### config.mk
export PLATFORM = sky130hd
export DESIGN_NAME = vga_sync_gen_flat
export DESIGN_NICKNAME = d
export VERILOG_FILES = /design/src/rtl/vga_sync_gen_pkg.sv /design/src/rtl/vga_sync_gen_if.sv /design/src/rtl/vga_sync_gen_pixel_tick_div.sv /design/src/rtl/vga_sync_gen.sv /design/src/flat_wrapper.sv
export SDC_FILE = /design/constraint.sdc
export NUM_CORES = 1
export LEC_CHECK = 0
export CORE_ASPECT_RATIO = 1.1
export CORE_MARGIN = 2
export CORE_UTILIZATION = 45
export CTS_BUF_LIST = sky130_fd_sc_hd__clkbuf_8 sky130_fd_sc_hd__clkbuf_16
export DETAILED_ROUTE_END_ITERATION = 7
export PLACE_DENSITY = 0.73
export SETUP_SLACK_MARGIN = 0.05
export SYNTH_ARGS = -nofsm -noshare
export SYNTH_HDL_FRONTEND = slang
export SYNTH_HIERARCHICAL = 1
export SYNTH_SLANG_ARGS = --single-unit
### constraint.sdc
create_clock -name clk -period 5 [get_ports clk]
set_input_delay 1 -clock clk [delete_from_list [all_inputs] [get_ports clk]]
set_output_delay 1 -clock clk [all_outputs]
set_load 0.05 [all_outputs]
### src/rtl/vga_sync_gen_pkg.sv
// Shared 640x480@60 VGA timing constants, raster counter types and the sync decode.
// Latency: none (types, constants and a pure function).
// Backpressure: none; renderers import this to stay aligned with the raster generator.
package vga_sync_gen_pkg;

  // Counter compares are 10-bit unsigned, so H_TOTAL and V_TOTAL must each be <= 1024.
  localparam int CNT_W = 10;

  // System clocks per pixel: 100 MHz system clock -> 25 MHz pixel rate.
  localparam int CLK_DIV_DEF = 4;

  // Horizontal timing, in pixels.
  localparam int H_DISPLAY_DEF = 640;
  localparam int H_FRONT_DEF   = 16;
  localparam int H_SYNC_DEF    = 96;
  localparam int H_BACK_DEF    = 48;
  localparam int H_TOTAL_DEF   = H_DISPLAY_DEF + H_FRONT_DEF + H_SYNC_DEF + H_BACK_DEF;

  // Vertical timing, in lines.
  localparam int V_DISPLAY_DEF = 480;
  localparam int V_FRONT_DEF   = 10;
  localparam int V_SYNC_DEF    = 2;
  localparam int V_BACK_DEF    = 33;
  localparam int V_TOTAL_DEF   = V_DISPLAY_DEF + V_FRONT_DEF + V_SYNC_DEF + V_BACK_DEF;

  // Inclusive sync windows: hsync low on 656..751, vsync low on 490..491.
  localparam int H_SYNC_START_DEF = H_DISPLAY_DEF + H_FRONT_DEF;
  localparam int H_SYNC_END_DEF   = H_SYNC_START_DEF + H_SYNC_DEF - 1;
  localparam int V_SYNC_START_DEF = V_DISPLAY_DEF + V_FRONT_DEF;
  localparam int V_SYNC_END_DEF   = V_SYNC_START_DEF + V_SYNC_DEF - 1;

  typedef logic [CNT_W-1:0] cnt_t;

  // Decoded per-pixel outputs that must track the raster position exactly.
  typedef struct packed {
    logic hsync;
    logic vsync;
    logic video_on;
  } sync_t;

  // Value of the decode at position (0,0): both syncs idle, picture area active.
  localparam sync_t SYNC_RESET = '{hsync: 1'b1, vsync: 1'b1, video_on: 1'b1};

  // Syncs are active-low inside their inclusive windows; video_on covers the visible area.
  function automatic sync_t sync_decode(
    input cnt_t h,
    input cnt_t v,
    input cnt_t h_disp,
    input cnt_t h_ss,
    input cnt_t h_se,
    input cnt_t v_disp,
    input cnt_t v_ss,
    input cnt_t v_se
  );
    sync_t s;
    s.hsync    = !((h >= h_ss) && (h <= h_se));
    s.vsync    = !((v >= v_ss) && (v <= v_se));
    s.video_on = (h < h_disp) && (v < v_disp);
    return s;
  endfunction

endpackage

### src/rtl/vga_sync_gen_if.sv
// Raster timing bundle from the sync generator to renderers, RGB mux and monitor pins.
// Latency: none (wires only).
// Backpressure: none; consumers follow the raster and cannot stall it.
interface vga_sync_gen_if;
  import vga_sync_gen_pkg::*;

  cnt_t HCount;
  cnt_t VCount;
  logic hsync;
  logic vsync;
  logic video_on;
  logic pixel_tick;
  logic frame_start;

  // Driven by the raster generator.
  modport master (
    output HCount, VCount, hsync, vsync, video_on, pixel_tick, frame_start
  );

  // Observed by renderers and the output stage.
  modport slave (
    input HCount, VCount, hsync, vsync, video_on, pixel_tick, frame_start
  );

endinterface

### src/rtl/vga_sync_gen_pixel_tick_div.sv
// Pixel-rate strobe: divides the system clock by CLK_DIV (legal 2..16).
// Latency: first strobe on the CLK_DIV-th clock after reset release, then every CLK_DIV clocks.
// Backpressure: none; free-running.
module vga_sync_gen_pixel_tick_div #(
  parameter int CLK_DIV = 4
) (
  input  logic clk,
  input  logic reset,
  output logic pixel_tick
);

  localparam int DIV_W = $clog2(CLK_DIV);
  localparam logic [DIV_W-1:0] DIV_LAST = DIV_W'(CLK_DIV - 1);

  logic [DIV_W-1:0] div_q;
  logic [DIV_W-1:0] div_d;

  // Count 0..CLK_DIV-1 and wrap.
  always_comb begin
    div_d = div_q + DIV_W'(1);
    if (div_q == DIV_LAST) begin
      div_d = '0;
    end
  end

  // Divider register; reset realigns the pixel phase to zero.
  always_ff @(posedge clk) begin
    if (reset) begin
      div_q <= '0;
    end else begin
      div_q <= div_d;
    end
  end

  assign pixel_tick = (div_q == DIV_LAST);

endmodule

### src/rtl/vga_sync_gen.sv
// 640x480@60 raster timing: H/V counters, active-low syncs, video_on, tick and frame strobes.
// Latency: counters advance on the edge after pixel_tick; decodes align with the current count.
// Backpressure: none. SYNC_OUT_REG_EN selects flopped (glitch-free) vs combinational decodes.
module vga_sync_gen
  import vga_sync_gen_pkg::*;
#(
  parameter int CLK_DIV   = CLK_DIV_DEF,
  parameter int H_DISPLAY = H_DISPLAY_DEF,
  parameter int H_FRONT   = H_FRONT_DEF,
  parameter int H_SYNC    = H_SYNC_DEF,
  parameter int H_BACK    = H_BACK_DEF,
  parameter int V_DISPLAY = V_DISPLAY_DEF,
  parameter int V_FRONT   = V_FRONT_DEF,
  parameter int V_SYNC    = V_SYNC_DEF,
  parameter int V_BACK    = V_BACK_DEF
) (
  input  logic           clk,
  input  logic           reset,
  vga_sync_gen_if.master vga
);

  localparam int H_TOTAL = H_DISPLAY + H_FRONT + H_SYNC + H_BACK;
  localparam int V_TOTAL = V_DISPLAY + V_FRONT + V_SYNC + V_BACK;

  localparam cnt_t H_LAST = cnt_t'(H_TOTAL - 1);
  localparam cnt_t V_LAST = cnt_t'(V_TOTAL - 1);
  localparam cnt_t H_DISP = cnt_t'(H_DISPLAY);
  localparam cnt_t V_DISP = cnt_t'(V_DISPLAY);
  localparam cnt_t H_SS   = cnt_t'(H_DISPLAY + H_FRONT);
  localparam cnt_t H_SE   = cnt_t'(H_DISPLAY + H_FRONT + H_SYNC - 1);
  localparam cnt_t V_SS   = cnt_t'(V_DISPLAY + V_FRONT);
  localparam cnt_t V_SE   = cnt_t'(V_DISPLAY + V_FRONT + V_SYNC - 1);

  logic  pixel_tick;
  cnt_t  h_q;
  cnt_t  h_d;
  cnt_t  v_q;
  cnt_t  v_d;
  sync_t sync_cur;

  vga_sync_gen_pixel_tick_div #(
    .CLK_DIV (CLK_DIV)
  ) u_pixel_tick_div (
    .clk        (clk),
    .reset      (reset),
    .pixel_tick (pixel_tick)
  );

  // Next raster position: one pixel per tick, line wrap steps the line, last line wraps the frame.
  always_comb begin
    h_d = h_q;
    v_d = v_q;
    if (pixel_tick) begin
      if (h_q == H_LAST) begin
        h_d = '0;
        if (v_q == V_LAST) begin
          v_d = '0;
        end else begin
          v_d = v_q + cnt_t'(1);
        end
      end else begin
        h_d = h_q + cnt_t'(1);
      end
    end
  end

  // Raster position registers; reset restarts at (0,0) and wins over a coincident tick.
  always_ff @(posedge clk) begin
    if (reset) begin
      h_q <= '0;
      v_q <= '0;
    end else begin
      h_q <= h_d;
      v_q <= v_d;
    end
  end

`ifdef SYNC_OUT_REG_EN
  sync_t sync_q;
  sync_t sync_d;

  // Decode the position the counters are about to load so the flops land in step with them.
  always_comb begin
    sync_d = sync_decode(h_d, v_d, H_DISP, H_SS, H_SE, V_DISP, V_SS, V_SE);
  end

  // Sync/video flops; the reset value equals the decode of (0,0).
  always_ff @(posedge clk) begin
    if (reset) begin
      sync_q <= SYNC_RESET;
    end else begin
      sync_q <= sync_d;
    end
  end

  assign sync_cur = sync_q;
`else
  // Direct decode of the current position; may glitch between edges.
  always_comb begin
    sync_cur = sync_decode(h_q, v_q, H_DISP, H_SS, H_SE, V_DISP, V_SS, V_SE);
  end
`endif

  assign vga.HCount      = h_q;
  assign vga.VCount      = v_q;
  assign vga.hsync       = sync_cur.hsync;
  assign vga.vsync       = sync_cur.vsync;
  assign vga.video_on    = sync_cur.video_on;
  assign vga.pixel_tick  = pixel_tick;
  assign vga.frame_start = pixel_tick & (h_q == H_LAST) & (v_q == V_LAST);

endmodule

### src/flat_wrapper.sv
// flat-port wrapper written by rule: the top's interface ports become plain ports
module vga_sync_gen_flat import vga_sync_gen_pkg::*;
#(
  parameter int CLK_DIV   = CLK_DIV_DEF,
  parameter int H_DISPLAY = H_DISPLAY_DEF,
  parameter int H_FRONT   = H_FRONT_DEF,
  parameter int H_SYNC    = H_SYNC_DEF,
  parameter int H_BACK    = H_BACK_DEF,
  parameter int V_DISPLAY = V_DISPLAY_DEF,
  parameter int V_FRONT   = V_FRONT_DEF,
  parameter int V_SYNC    = V_SYNC_DEF,
  parameter int V_BACK    = V_BACK_DEF
)
  (clk, reset, vga_HCount, vga_VCount, vga_hsync, vga_vsync, vga_video_on, vga_pixel_tick, vga_frame_start);
  vga_sync_gen_if vga_i ();
  input  logic clk;
  input  logic reset;
  output wire logic [$bits(vga_i.HCount)-1:0] vga_HCount;
  output wire logic [$bits(vga_i.VCount)-1:0] vga_VCount;
  output wire logic [$bits(vga_i.hsync)-1:0] vga_hsync;
  output wire logic [$bits(vga_i.vsync)-1:0] vga_vsync;
  output wire logic [$bits(vga_i.video_on)-1:0] vga_video_on;
  output wire logic [$bits(vga_i.pixel_tick)-1:0] vga_pixel_tick;
  output wire logic [$bits(vga_i.frame_start)-1:0] vga_frame_start;
  assign vga_HCount = vga_i.HCount;
  assign vga_VCount = vga_i.VCount;
  assign vga_hsync = vga_i.hsync;
  assign vga_vsync = vga_i.vsync;
  assign vga_video_on = vga_i.video_on;
  assign vga_pixel_tick = vga_i.pixel_tick;
  assign vga_frame_start = vga_i.frame_start;
  vga_sync_gen #(.CLK_DIV(CLK_DIV), .H_DISPLAY(H_DISPLAY), .H_FRONT(H_FRONT), .H_SYNC(H_SYNC), .H_BACK(H_BACK), .V_DISPLAY(V_DISPLAY), .V_FRONT(V_FRONT), .V_SYNC(V_SYNC), .V_BACK(V_BACK)) u_core (.clk(clk), .reset(reset), .vga(vga_i));
endmodule
==> out/metrics.cfg <==
[sta]
hold_viol = 0
slew_violations = 0
fin_crit_ns = 3.726
setup_tns_ns = 0
fin_crit_sh_pct = 74.52
setup_viol = 0
fin_skew_ns = 0.001923
worstMarginPinSlew_ns = 0.5074
max_freq_mhz = 268.4
rsz0062_at_grt = no
slew_headroom_pct = 66.07
hold_slack_ns = 0.4294

[synthesis]
yosysMostFrequentCell = dfxtp_1
synth_top_cell_by_area = dfxtp_1
synthFlopType = dfxtp_1
ys_seq_elements = 22
ys_warn_count = 6
syn_area_mm2 = 0.001171
seq_area_frac_synth_pct = 37.61
avgSynthCellArea_um2 = 8.872
synth.area.top_cells = dfxtp_1, ha_1, nor2_1, xor2_1, nand4_1
synth_edf_count = 0
ys_types = 34
syn_inst = 132
async_reset_ff_share_pct = 0
synth_top_area_share_pct = 37.61
synth_common_cells = dfxtp_1, nor2_1, nand2_1, a21oi_1, nand4_1
synthesis.nets = 140

[die]
io_pins = 27
fp-row-count = 19
coreArea_mm2 = 0.002496
die_w_um = 52.64
initial_core_util_pct = 46.92
dieArea_mm2 = 0.003027
die_y_um = 57.51

[power_and_ir_drop]
p_int_mw = 0.2553
combPwrFrac_pct = 5.7
swShare_pct = 21.47
vdd_drop_max_mv = 0.1865
p_leak_nw = 0.4989
power.switching_mw = 0.06977
power_frac_clock_pct = 38.9
p_seq_share_pct = 55.4
power_density_mw_per_mm2 = 219.1

[cts]
clockBufferDepth = 2
h-tree-depth = 1
cts.sinks = 22
clk_pin_slew_ns = 0.08
clk-insertion-delay-late_ns = 0.26
ctsHoldBuffers = 0
postCtsSetupBuffers = 0
cts_tree = built
cts_root_buf = clkbuf_8
cts_buffers = 3
cts_resized = 0

[global_routing]
grt-ovfl-total = 0
grt_pass1_wl_um = 4167
grt_max_degree = 17
grt_usage_pct = 18.01
antenna_found_initial = 0
grt_pass1_vias = 976

[layout]
multi_input_area_um2 = 666.9
fill_cells = 235
final_nets = 166
final_area_mm2 = 0.001484
antennaDiodeCount = 0
layout.cells.non_filler = 188
area_growth_pct = 26.71
drive_gt1_share_pct = 8.917
seq_area_um2 = 440.4

[drt]
dr_wl_met3_um = 123
num_vias = 1042
drc_errors = 0
wl_met1_um = 1073
via_per_inst = 5.543
ant_nets = 0
wl_um = 2434
drtIter0Drc = 11
wl_per_cell_um = 12.95
highest_layer = met4
first_pass_iters = 4
wl_met2_um = 1204

[worst_setup_path]
cp-end-kind = output pin
crit_chain = ha_1 > and4_2 > nand4_2 > nor2_1 > clkdlybuf4s50_1
worstSetupStartpointType = register
cp_data_arrival_time_ns = 2.73
cp_slowest_cell = clkdlybuf4s50_1
critical_path.top_delay_family = simple AND/OR/NAND/NOR gates
critPathMaxFanout = 16
critPathRequiredTime_ns = 4.00
r2r_slack_ns = 2.75
critical_path_class = register to output pin
cp_slowest_stage_delay_ns = 0.81
crit_buf_inv = 1

[place]
routabilityCongestion = 0.7780
portBuffers = 26
dp_cells = 184
dpl.hpwl_um = 1814
post_dp_cell_area_mm2 = 0.001429

[min_path]
hp-class = register to register

[run]
drv_cap = 0

[run_status]
status = complete, no violations

routing by layer:
layer  vias up  GRT usage (%)
li1        518              -
met1       492          22.20
met2        27          30.89
met3         5          3.927
met4         0          5.495
met5         -              0
per-stage QoR:
stage / power (mW) / util [%] / worst slack, ns
after floorplan: 0.1975 / - / 1.602
after detailed placement: 0.2030 / 57.24 / 1.590
after global placement: 0.2022 / 57.24 / 1.643
after CTS: 0.3287 / 59.45 / 1.284
after global routing: 0.3400 / 59.45 / 1.067
final: 0.3251 / 59.45 / 1.274
final timing paths:
| path | startpoint | to | depth (start not counted) |
|---|---|---|---|
| worst min-delay path | u_core/u_pixel_tick_div/div_q[0] | u_core/u_pixel_tick_div/div_q[0] | 1 |
| worst min register to register | u_core/u_pixel_tick_div/div_q[0] | u_core/u_pixel_tick_div/div_q[0] | 1 |
| worst max-delay path | u_core/u_pixel_tick_div/div_q[0] | vga_frame_start | 5 |
| worst max register to register | u_core/u_pixel_tick_div/div_q[0] | u_core/vga.VCount[1] | 5 |
worst reg2reg max path: stages, from the launching register on:
cell	delay (ns)
dfxtp_1	0.35
ha_1	0.41
and4_2	0.36
nand4_2	0.34
or3b_2	0.56
a21oi_1	0.16
area by class of cell:
type | count | share of cell area, %
clock buffers | 4 | 3.710
inverters | 6 | 1.518
multi-input cells | 99 | 44.94
flip-flops and latches | 22 | 29.68
well taps | 31 | 2.614
repair buffers | 26 | 17.54
cell families after synthesis:
logic type / after synthesis / share of synthesized area [%]
AO/OA/AOI/OAI: 17 / 8.226
XOR/XNOR: 11 / 8.226
adder cells (fa/ha/maj): 6 / 6.410
buffers and inverters: 11 / 5.448
flip-flops: 22 / 37.61
multiplexers: 1 / 0.8547
AND/OR/NAND/NOR: 64 / 33.23
sequential cells by signal (all words and copies together), names as in the netlist:
| name | flops |
|---|---|
| u_core/vga.HCount | 10 |
| u_core/vga.VCount | 10 |
| u_core/u_pixel_tick_div/div_q | 2 |
power by group through the flow:
stage	Clock, mW	Sequential (mW)	Combinational (mW)
floorplan	0	0.186	0.0113
global placement	0	0.184	0.0182
detailed placement	0	0.184	0.0187
CTS	0.130	0.180	0.0188
global route	0.139	0.180	0.0204
finish	0.127	0.180	0.0185
placed cells by master, fill, tap and decap left out, types with 2 or more instances in the layout:
master	netlist	layout
nand4_1	8	8
nor3_1	4	4
nor2_1	16	16
nand3_1	5	5
xor2_1	6	6
o21ai_0	6	6
or3_1	6	6
nand2_1	9	9
clkdlybuf4s50_1	0	26
inv_1	6	6
clkbuf_8	0	4
o31ai_1	2	2
dfxtp_1	22	22
ha_1	6	6
xnor2_1	5	5
a21oi_1	8	8
or4_1	2	2
(Power assumes the default switching activity.)
